`src/rtl/decode_pipe_fwd.sv`:
```
// decode_pipe_fwd: IF/ID register with stall/flush, priority operand forwarding, load-use bubbles and branch compare
module decode_pipe_fwd #(
  parameter int DATA_W = 32,
  parameter int ADDR_W = 6,
  parameter int NUM_FWD = 3,
  parameter int LOAD_LAT = 1,
  parameter int CNT_W = 16
) (
  input  logic                      clk,
  input  logic                      reset,
  input  logic                      in_valid,
  input  logic                      in_we,
  input  logic                      in_is_load,
  input  logic                      in_uses_rs1,
  input  logic                      in_uses_rs2,
  input  logic [ADDR_W-1:0]         in_rs1,
  input  logic [ADDR_W-1:0]         in_rs2,
  input  logic [ADDR_W-1:0]         in_rd,
  input  logic [15:0]               in_imm,
  input  logic [DATA_W-1:0]         in_pc4,
  input  logic                      flush,
  input  logic                      ex_stall,
  output logic [ADDR_W-1:0]         rf_raddr1,
  output logic [ADDR_W-1:0]         rf_raddr2,
  input  logic [DATA_W-1:0]         rf_rdata1,
  input  logic [DATA_W-1:0]         rf_rdata2,
  input  logic [NUM_FWD-1:0]        fwd_valid,
  input  logic [NUM_FWD*ADDR_W-1:0] fwd_addr,
  input  logic [NUM_FWD*DATA_W-1:0] fwd_data,
  output logic                      stall_if,
  output logic                      out_valid,
  output logic                      out_we,
  output logic                      out_is_load,
  output logic [DATA_W-1:0]         out_rs1_val,
  output logic [DATA_W-1:0]         out_rs2_val,
  output logic [ADDR_W-1:0]         out_rd,
  output logic [15:0]               out_imm,
  output logic [DATA_W-1:0]         out_pc4,
  output logic                      br_eq,
  output logic                      br_zero,
  output logic [CNT_W-1:0]          hazard_cnt
);
  logic v, uses1, uses2;
  logic [ADDR_W-1:0] rs1, rs2;
  logic [LOAD_LAT-1:0] slot_v;
  logic [ADDR_W-1:0] slot_rd [LOAD_LAT];
  logic hazard, issue_load;
  function automatic logic [DATA_W-1:0] fwd_sel(input logic [ADDR_W-1:0] a, input logic [DATA_W-1:0] rf);
    fwd_sel = rf;
    for (int i = NUM_FWD - 1; i >= 0; i--)
      if (fwd_valid[i] && fwd_addr[i*ADDR_W +: ADDR_W] == a) fwd_sel = fwd_data[i*DATA_W +: DATA_W];
    if (a == '0) fwd_sel = '0;
  endfunction
  always_comb begin
    hazard = 1'b0;
    for (int i = 0; i < LOAD_LAT; i++)
      hazard = hazard | (slot_v[i] && slot_rd[i] != '0 &&
               ((uses1 && rs1 == slot_rd[i]) || (uses2 && rs2 == slot_rd[i])));
    hazard = hazard & v;
  end
  assign rf_raddr1 = rs1;
  assign rf_raddr2 = rs2;
  assign out_valid = v & ~hazard;
  assign stall_if = hazard | ex_stall;
  assign issue_load = out_valid & out_is_load & out_we & (out_rd != '0);
  assign out_rs1_val = fwd_sel(rs1, rf_rdata1);
  assign out_rs2_val = fwd_sel(rs2, rf_rdata2);
  assign br_eq = out_rs1_val == out_rs2_val;
  assign br_zero = out_rs1_val == '0;
  always_ff @(posedge clk) begin
    if (reset) begin
      v <= 1'b0;
      out_we <= 1'b0;
      out_is_load <= 1'b0;
      uses1 <= 1'b0;
      uses2 <= 1'b0;
      rs1 <= '0;
      rs2 <= '0;
      out_rd <= '0;
      out_imm <= '0;
      out_pc4 <= '0;
      slot_v <= '0;
      for (int i = 0; i < LOAD_LAT; i++) slot_rd[i] <= '0;
      hazard_cnt <= '0;
    end else begin
      if (flush) v <= 1'b0;
      else if (!stall_if) begin
        v <= in_valid;
        out_we <= in_we;
        out_is_load <= in_is_load;
        uses1 <= in_uses_rs1;
        uses2 <= in_uses_rs2;
        rs1 <= in_rs1;
        rs2 <= in_rs2;
        out_rd <= in_rd;
        out_imm <= in_imm;
        out_pc4 <= in_pc4;
      end
      if (!ex_stall) begin
        for (int i = 1; i < LOAD_LAT; i++) begin
          slot_v[i] <= slot_v[i-1];
          slot_rd[i] <= slot_rd[i-1];
        end
        slot_v[0] <= issue_load;
        slot_rd[0] <= out_rd;
      end
      if (hazard && !ex_stall && !(&hazard_cnt)) hazard_cnt <= hazard_cnt + CNT_W'(1);
    end
  end
endmodule

```
`config.mk`:
```
export PLATFORM = sky130hd
export DESIGN_NAME = decode_pipe_fwd
export DESIGN_NICKNAME = d
export VERILOG_FILES = /design/src/rtl/decode_pipe_fwd.sv
export SDC_FILE = /design/constraint.sdc
export NUM_CORES = 1
export LEC_CHECK = 0
export CAP_MARGIN = 5
export CORE_AREA = 8 8 152 154
export DETAILED_ROUTE_END_ITERATION = 16
export DIE_AREA = 0 0 160 162
export PLACE_DENSITY_LB_ADDON = 0.15
export SLEW_MARGIN = 20
export SYNTH_ARGS = -nofsm -noshare
export SYNTH_HDL_FRONTEND = slang
export SYNTH_SLANG_ARGS = --single-unit
```
`constraint.sdc`:
```
create_clock -name clk -period 4.9 [get_ports clk]
set_input_delay 0.49 -clock clk [delete_from_list [all_inputs] [get_ports clk]]
set_output_delay 0.49 -clock clk [all_outputs]
set_load 0.01 [all_outputs]
```
# == Word level (Yosys, flattened, before mapping) ==
# Memory sizes are Yosys's and may differ from the RTL's.
# Cells that the tools add are included.
# word_totals
reg_bits,88
latch_bits,0
in_bits,256
n_memories,1
output_inout_bits,152
word_cells,71
ramBits,6
mem_bits_ro,0
# mem_list
memory,depth,word_bits,read_ports,rd_clocked_by_memory_dff,write_ports,line_no,rtl
slot_rd,1,6,1,0,1,46,logic [ADDR_W-1:0] slot_rd [LOAD_LAT];
# classes
n_div,0
eq_ne,9
multipliers,0
add_sub_neg,1
mux,15
n_shift,0
reduce_logical,24
n_bitwise,9
order_cmp,0
# op_table
op,n
32-bit two-way mux,8
6-bit == test,8
32-bit == test,1
32-bit zero test,1
"16-bit by 1-bit adder with 16-bit output, second input constant",1
16-bit AND reduction,1
1-bit logical AND,12
6-bit zero test,2
6-bit nonzero test,2
1-bit two-way mux,6
6-bit two-way mux,1
6-bit OR reduction,1
1-bit AND,5
1-bit NOT,3
1-bit zero test,2
2-bit AND reduction,1
2-bit OR reduction,1
1-bit logical OR,1
1-bit OR,1

# == Logic depth before layout (Yosys ltp) ==
# logic_depth
depth_word,10
depth_mapped,12

# == Least setup slack after synthesis ==
# OpenSTA, ideal clock, no wires.
# synth_path
path_type,reg-to-output
startpoint,"reg rs1[4], in the netlist rf_raddr1[4]"
endpoint,out br_zero
path_stages_with_launch,12
t_arrival_ps,3520
path_buffers,2
setup_slack_ps,890
t_required_ps,4410
path_cell_list,dfxtp_1 -> buf_2 -> xnor2_1 -> nand4_1 -> nor4_2 -> buf_2 -> mux2_1 -> a222oi_1 -> nand4_1 -> or4_1 -> or4_1 -> nor4_2
# synth_between
elab_chain_len,7
word_cells_on_any_way,12
cone_classes,3 x eq/ne; 4 x mux; 5 x reduce/logical
# synth_rtl
item,line_no,rtl
from (decl),44,"logic [ADDR_W-1:0] rs1, rs2;"
from (signal assigned),93,rs1 <= in_rs1;
6-bit == test,51,if (fwd_valid[i] && fwd_addr[i*ADDR_W +: ADDR_W] == a) fwd_sel = fwd_data[i*DATA_W +: DATA_W];
1-bit logical AND,51,
32-bit two-way mux (3 in a row),51,
32-bit two-way mux (*),52,if (a == '0) fwd_sel = '0;
32-bit zero test (*),69,assign br_zero = out_rs1_val == '0;
to (decl),40,"output logic br_zero,"
# Mark *: on every way between the ends. The rest lies on a longest branch, timed or not.

# == Worst setup path after layout ==
# layout_path
startpoint,in fwd_addr[13]
endpoint,out br_zero
# layout_between
elab_chain_len,7
# layout_rtl
item,line_no,rtl
from (decl),28,"input logic [NUM_FWD*ADDR_W-1:0] fwd_addr,"
6-bit == test,51,
1-bit logical AND,51,
32-bit two-way mux (3 in a row),51,
32-bit two-way mux,52,
32-bit zero test,69,
# No other way between the ends.

==> results by stage <==
Run:
- Across the run, the number of max-cap violations was 0.

Synth:
- By area the synthesized netlist is led by dfxtp_1 28%, nand2_1 9.1%, mux2_2 8.0%, a222oi_1 7.1%, xnor2_1 6.7%.
- In the synthesized netlist the async set-or-reset flop fraction comes to 0%.
- Yosys printed 0 warnings.
- The cell count after synthesis is 792.
- The share of the Yosys chip area taken by registers is 30.8%.
- Yosys mapped a number of flops with a built-in enable equal to 6.
- The average cell area after synthesis is 7.96 um2.
- In this run, synthesis produced a sequential element count of 94.
- The netlist area before placement is 0.00630 mm2.
- The net count of the mapped netlist is 1049.
- For this run, the leading register cell type out of synthesis is dfxtp_1.
- The count of different cell masters after synthesis is 51.
- The top-area cell type share of the netlist area is 27.9%.
- The leading area contributor after synthesis is dfxtp_1.

Die:
- The die height is 162 um.
- The core region is 0.0207 mm2.
- The initial utilization of the core area, before any placement, comes to 30.5%.
- 408 I/O pins were placed.
- The die footprint is 0.0259 mm2.
- Row generation in the floorplan step produced 53 rows.
- The horizontal extent of the die is 160 um.

Drt:
- The routed layout has 7624 vias.
- The number of design rule violations left after detail routing is 0.
- In the routed layout, each cell is associated on average with a via count of 5.11.
- The detail route stage leaves a number of antenna-violating nets equal to 0.
- The final routed wirelength across all metal layers is 33.4 mm.
- For this block, the initial DRC count from the detailed router was 565.
- The routed wirelength normalized by instance count is 22.4 um.
- For this run, the detailed router's first-pass iteration total came to 8.

Timing:
- For the finished layout, the period the worst path requires is 4.71 ns.
- The final number of hold-violating endpoints was 0.
- Across the routed clock network, the largest skew measured is 0.0145 ns.
- For the pin with the worst max-slew slack, the measured transition is 0.693 ns.
- Setup repair after global routing left no endpoint under its margin.
- The worst pin sits at a relative slew slack of 53.8%.
- The setup TNS is 0 ns.
- The final critical-path share of the clock period is 96.2%.
- Setup violations remaining at the end of the flow were counted as 0.
- The final hold slack is 0.453 ns.
- The total count of max-transition violations in the final report came to 0.
- The highest attainable clock frequency is 212 MHz.

Power:
- The total power is 2420 uW.
- The share of total power dissipated in combinational logic is 37.6%.
- The clock network is responsible for 28.3% of the overall power.
- IR analysis of the VDD net gives a maximum drop of 0.193 mV.
- The net load switching power is 754 uW.
- The internal power consumption is 1670 uW.
- The switching power as a share of total power is 31.1%.
- The power per standard cell area is 215 mW/mm2.
- The cell leakage power is 0.00426 uW.
- The share of total power in sequential cells is 34.1%.

Finish:
- Relative to the synthesized area, the layout overhead comes to 78.7%.
- Leaving out fill and tap cells, the most frequent cell in the layout is clkdlybuf4s50_1.
- In the layout the commonest cells are 404 x clkdlybuf4s50_1, 153 x nand2_1, 87 x dfxtp_1.
- The utilization after layout is 54.4%.
- The fraction of final layout cells with drive strength greater than 1 is 11.1%.
- The final layout contains 1463 nets.
- The finished layout holds 1493 standard cells, fillers aside.

Clock network:
- The CTS tree is done.
- CTS built an H-tree with a depth of 3.
- The total of cells resized after clock tree synthesis is 2.
- The total clock sinks is 94.
- The maximum clock path buffer count is 2.
- The tree is rooted in a clkbuf_16.
- At the later pin of the worst-skew pair, clock insertion delay measures 0.34 ns.
- The clock transition at the registers of the reported paths is 0.07 ns.
- The number of buffers inserted during clock tree synthesis is 9.
- The number of buffers inserted for hold repair after clock tree synthesis is 0.
- The number of buffers added for setup after CTS is 0.

Global route:
- The met2 layer usage reported by global route is 40.9%.
- The layer with the highest usage after global routing is met2.
- The global-route met3 utilization is 8.73%.
- The overall routing resource usage is 24.4%.
- The largest net degree at the start of global routing is 58.
- Summed over all layers, the global routing overflow is 0.
- The routing usage on met1 is 27.8%.
- The first global-routing pass estimated 49.3 mm of wire.
- The number of antenna violations at the first check in global routing was 8.
- The number of global-route vias before repair is 7799.

Place:
- Buffers placed on the I/O ports in this run total 407.
- The HPWL reported at the end of detailed placement is 27.1 mm.
- At the end of routability-driven placement, the weighted congestion stood at 0.918.
- After detailed placement, the design holds a cell count of 1470.

Setup path:
- The worst path arrival time is 4.22 ns.
- By startpoint and endpoint, the worst setup path is classified as input port to primary output.
- Along the worst path, the maximum fanout reaches 9.
- The data required time of the worst path is 4.41 ns.
- The worst setup path is launched from an input port.
- The type of element capturing the critical path is a primary output.

Run status:
- The flow ran to the end, and the final reports show no timing, DRC or antenna violations.

Min path:
- The min-delay analysis places its worst path in the category register to register.
## power by group through the flow
stage | sequential (uW) | clock, uW | combinational [uW]
after floorplan | 846 | 0 | 342
after global placement | 842 | 0 | 909
after detailed placement | 843 | 0 | 908
after CTS | 825 | 701 | 913
after global routing | 829 | 740 | 970
final | 825 | 686 | 912
## cell families after synthesis
group	share of synthesized area, %
adder cells (fa/ha/maj)	0.198
buffers and inverters	7.42
AO/OA/AOI/OAI	17.4
AND/OR/NAND/NOR	19.8
XOR/XNOR	13.1
multiplexers	11.3
flip-flops	30.8
## registers in the layout, summed over array words and instances (netlist names)
register     cells
out_pc4         32
hazard_cnt      16
out_imm         16
out_rd           6
rf_raddr1        6
rf_raddr2        6
slot_rd          6
out_is_load      1
out_we           1
slot_v           1
uses1            1
uses2            1
v                1
## stage by stage
stage	instance area, um2	setup WS [ns]
final	11300	0.185
after detailed placement	11000	-0.102
after floorplan	6300	0.890
after global placement	11000	-0.0467
after CTS	11200	0.168
after global routing	11300	0.0174
## critical path: stages
cell and delay, ns:
clkdlybuf4s50_1 0.51, xnor2_1 0.13, nand4_1 0.17, nor4_4 0.22, buf_12 0.17, mux2_1 0.31, a222oi_1 0.39, inv_1 0.10
or4_1 0.58, or4_1 0.52, nor4_2 0.26, dlygate4sd2_1 0.35
## per-layer routing
metal | vias to the layer above | routed length, um
li1 | 3634 | -
met1 | 3546 | 13000
met2 | 392 | 16300
met3 | 50 | 3230
met4 | 2 | 889
met5 | - | 13
## worst paths after layout
kind | slack [ns] | endpoint | cells after the start | from
setup / recovery | 0.19 | br_zero | 12 | fwd_addr[13]
hold / removal | 0.45 | out_pc4[31]$_SDFFE_PP0P_ | 2 | out_pc4[31]$_SDFFE_PP0P_
setup reg to reg | 1.66 | out_imm[12]$_SDFFE_PP0P_ | 10 | rf_raddr1[2]$_SDFFE_PP0P_
hold reg to reg | 0.45 | out_pc4[31]$_SDFFE_PP0P_ | 2 | out_pc4[31]$_SDFFE_PP0P_
## cell usage after synthesis (12+ instances only)
| library cell | number |
|---|---|
| a222oi_1 | 45 |
| xor2_1 | 46 |
| mux2_2 | 45 |
| nand4_1 | 21 |
| nor2_1 | 22 |
| dfxtp_1 | 88 |
| inv_1 | 54 |
| xnor2_1 | 48 |
| o21ai_0 | 12 |
| a21oi_1 | 77 |
| mux2i_1 | 16 |
| clkbuf_1 | 48 |
| nand2_1 | 153 |
## cell type report
class / instances / area, um2
Fill cell: 2027 / 9430
Timing Repair Buffer: 464 / 4530
Multi-Input combinational cell: 583 / 3930
Sequential cell: 94 / 1940
Tap cell: 275 / 344
Clock buffer: 10 / 229
Inverter: 54 / 203
Clock inverter: 6 / 62.6
Antenna cell: 7 / 17.5
No activity file was read; power rests on OpenSTA's default activity.
==> RTL change 1: new RTL, config.mk and constraints unchanged <==
`LOAD_LAT`: 1 -> 2.
--- a/src/rtl/decode_pipe_fwd.sv
+++ b/src/rtl/decode_pipe_fwd.sv
@@ -3,7 +3,7 @@
   parameter int DATA_W = 32,
   parameter int ADDR_W = 6,
   parameter int NUM_FWD = 3,
-  parameter int LOAD_LAT = 1,
+  parameter int LOAD_LAT = 2,
   parameter int CNT_W = 16
 ) (
   input  logic                      clk,
Behaviour: not the same (Yosys sat finds a counterexample within 4 cycles, from zero or initial values and one cycle with reset high).
==> RTL change 1 against the unedited design <==
Power grew 5.8%. Critical path type is now flop to primary output. Sequential cell count grew 7. Highest routed layer unchanged. Wire length grew 11%. Synthesized area grew 12%. Via count grew 9.8%. Cell count grew 7.0%. Final area grew 4.6%. Worst setup slack gained 0.031 ns.
==> RTL change 1: results (changes against the unedited design) <==
[status]
outcome=completed  ; unchanged

[sta]
whs_ns=0.3775  ; was 0.4528 ns
slew_headroom_pct=37.54  ; was 53.78%
fin_skew_ns=0.01229  ; was 0.01454 ns
post-route-min-period_ns=4.684  ; was 4.715 ns

[routing]
vias=8369  ; was 7624
wl_met1_mm=13.98  ; was 13.00 mm
drtIter0Drc=511  ; was 565
firstDrtPassIters=7  ; was 8
wl_met3_mm=3.635  ; was 3.234 mm
wire_per_inst_um=23.16  ; was 22.40 um
wl_met2_mm=18.23  ; was 16.31 mm

[final_layout]
layout.cells.non_filler=1597  ; was 1493
layout-drive-gt1-share_pct=7.176  ; was 11.15%

[synth]
synthAdderAreaFrac_pct=0.1766  ; was 0.1985%
synth_compound_area_share_pct=21.59  ; was 17.43%
synth_area_leaders=dfxtp_1, nand2_1, xnor2_1  ; was dfxtp_1, nand2_1, mux2_2
syn_avg_cell_area_um2=7.637  ; was 7.959 um^2
synthXorXnorAreaFrac_pct=13.22  ; was 13.06%
ys_top_cells_by_count=nand2_1, a21oi_1, dfxtp_1, xnor2_1, o21ai_0  ; was nand2_1, dfxtp_1, a21oi_1, inv_1
synth_edf_count=12  ; was 6
synth_nets=1185  ; was 1049
synth.area.mux_share_pct=4.290  ; was 11.29%
synth.distinct_cells=58  ; was 51
synth_seq_area_share_pct=30.23  ; was 30.81%

[power_and_ir_drop]
ir_drop_mv=0.3015  ; was 0.1931 mV
total_leakage_power_nw=4.518  ; was 4.255 nW
p_switching_mw=0.7840  ; was 0.7543 mW
powerDensity_nw_per_um2=217.6  ; was 215.1 nW/um^2
pg_comb_mw=0.934  ; was 0.912 mW

[global_route]
grt_pass1_vias=8596  ; was 7799
grt_max_degree=88  ; was 58
grt_use_met3_pct=10.23  ; was 8.732%
grt_usage_pct=27.33  ; was 24.43%
antenna_found_initial=13  ; was 8
grt_pass1_wl_mm=55.09  ; was 49.31 mm
use_met1_pct=30.18  ; was 27.79%

[place]
gp_congestion=0.9488  ; was 0.9184
dpl-instance-area_um2=11400  ; was 10950 um^2
dp_slack_ns=0.2387  ; was -0.1019 ns
dp.final_hpwl_mm=29.70  ; was 27.15 mm

[setup_path]
reg2reg_slack_ns=1.60  ; was 1.66 ns
arrival_ns=4.19  ; was 4.22 ns
max_stage_delay_ns=0.65  ; was 0.58 ns
path_max_fanout=26  ; was 9
slowest_stage=a222oi_1  ; was or4_1

[cts]
post_cts_resized=0  ; was 2
clk_latency_ns=0.34  ; about the same

[hold_path]
min_path_type=input pin to flop  ; was flop to flop

-- RTL change 1: cell count changes after synthesis, moves of 14 or more --
cell      change
o21ai_0      +45
nand2_1      +41
a222oi_1     -32
mux2_2       -30
xnor2_1      +20
a21oi_1      +16
inv_1        -14
-- RTL change 1: layout make-up --
type | count | area [um^2]
fill | 1991 | 8910
multi-input combinational | 713 | 4442
timing repair buffer | 440 | 4354
sequential | 101 | 2146
tap | 275 | 344.1
clock buffer | 11 | 264.0
inverter | 40 | 150.1
clock inverter | 5 | 50.05
antenna | 12 | 30.03
-- RTL change 1: critical path, delay by kind of cell (launching register included) --
kind	cells	cell delay, ns
AO/OA/AOI/OAI	1	0.65
flip-flops	1	0.53
XOR/XNOR	1	0.12
AND/OR/NAND/NOR	7	1.52
buffers and inverters	3	1.02
-- RTL change 1: path summary, 6_finish.rpt --
check	start	to	cells after the start
min reg2reg	out_imm[2]	out_imm[2]	2
max reg2reg	rf_raddr2[1]	out_imm[7]	9
min	reset	slot_v[1]	2
max	rf_raddr1[5]	br_zero	12
==> RTL change 2: new RTL, config.mk and constraints unchanged <==
Made on the original files. Reset style: asynchronous (`reset`), changed in one clocked block.
--- a/src/rtl/decode_pipe_fwd.sv
+++ b/src/rtl/decode_pipe_fwd.sv
@@ -67,7 +67,7 @@
   assign out_rs2_val = fwd_sel(rs2, rf_rdata2);
   assign br_eq = out_rs1_val == out_rs2_val;
   assign br_zero = out_rs1_val == '0;
-  always_ff @(posedge clk) begin
+  always_ff @(posedge clk or posedge reset) begin
     if (reset) begin
       v <= 1'b0;
       out_we <= 1'b0;
Formal check against the unedited RTL: differs if reset is asserted again (counterexample within 4 cycles, from zero or initial values and one cycle with reset high); with reset held inactive, the same outputs for 4 cycles.
==> RTL change 2 against the unedited design <==
Final area rose by 2.1%. Worst setup slack got worse by 0.11 ns. Wire length fell by 5.9%. Critical path type unchanged. Power is 14% higher. Cell count is 10% lower. Largest cell class unchanged. Critical path depth up 1. Largest power group unchanged. Sequential cell count unchanged. Synthesized cell count fell by 20%. Synthesized area rose by 3.7%.
==> RTL change 2: results (changes against the unedited design) <==
[status]
outcome=completed  ; unchanged

[setup_path]
r2r-start=rf_raddr1[0]  ; was rf_raddr1[2]
endpoint=br_eq  ; was br_zero
max_stage_delay_ns=0.63  ; was 0.58 ns
r2r_end=hazard_cnt[12]  ; was out_imm[12]
crit_family=buffers and inverters  ; was simple AND/OR/NAND/NOR gates
path_max_fanout=22  ; was 9

[power_and_ir_drop]
total_leakage_power_nw=4.382  ; was 4.255 nW
switching_share_pct=30.52  ; was 31.14%
pg_seq_mw=0.969  ; was 0.825 mW
ir_drop_mv=0.2435  ; was 0.1931 mV

[global_route]
grt_pass1_wl_mm=45.67  ; was 49.31 mm
grt_usage_pct=23.12  ; was 24.43%
grt_max_degree=62  ; was 58

[final_layout]
seq-cell-share_pct=20.47  ; was 17.25%
multi_input_gates=455  ; was 583
regArea_um2=2354  ; was 1943 um^2
area_delta_synth_final_pct=75.87  ; was 78.66%
clock_area_share_pct=2.481  ; was 2.589%
inv_count=40  ; was 54
multi_input_area_share_pct=33.59  ; was 34.91%
antenna_cells=6  ; was 7
fillers=1874  ; was 2027

[hold_path]
hp-start=slot_v  ; was out_pc4[31]
hold-path-endpoint=slot_v  ; was out_pc4[31]

[sta]
slew_headroom_pct=33.81  ; was 53.78%

[synth]
ys_top_cells_by_count=mux2_2, dfrtp_1, xnor2_1, o21ai_0, inv_1  ; was nand2_1, dfxtp_1, a21oi_1, inv_1
synth.area.mux_share_pct=22.47  ; was 11.29%
synthXorXnorAreaFrac_pct=12.73  ; was 13.06%
synth-main-ff-cell=dfrtp_1  ; was dfxtp_1
synth_area_leaders=dfrtp_1, mux2_2, xnor2_1  ; was dfxtp_1, nand2_1, mux2_2
synth_nets=889  ; was 1049

[cts]
post_cts_resized=3  ; was 2

[place]
dpl-instance-area_um2=11150  ; was 10950 um^2
dp.final_hpwl_mm=25.92  ; was 27.15 mm
gp_congestion=0.9131  ; was 0.9184

[routing]
drtIter0Drc=444  ; was 565
firstDrtPassIters=5  ; was 8

RTL change 2: kinds of logic (layout without fill, tap and decap cells):
kind of cell	Yosys count	count (layout)
other	0	6
AOI/OAI and AO/OA	114	114
xor gates and xnor gates	95	95
and+or+nand+nor	112	112
adders and majority gates	1	1
muxes	133	133
DFF	94	94
buffers and inverters	83	510
RTL change 2: metal layers:
| metal | routed length (um) | track usage (%) |
|---|---|---|
| met3 | 3176 | 8.859 |
| met2 | 16240 | 41.70 |
| met4 | 1032 | 9.558 |
| met5 | 104 | 0 |
| met1 | 10900 | 23.67 |
RTL change 2: through the flow:
stage	hold WS (ns)	setup TNS (ns)	setup WS (ns)	std cells	total power, mW
6_report	0.4892	0	0.07397	1340	2.771
5_1_grt	0.5146	0	0.004148	1340	2.916
4_1_cts	0.4953	0	0.01868	1331	2.805
3_5_place_dp	0.4784	-0.3326	-0.3326	1315	2.121
3_3_place_gp	0.4778	-0.2963	-0.2963	1315	2.115
2_1_floorplan	0.4534	0	1.260	632	1.435
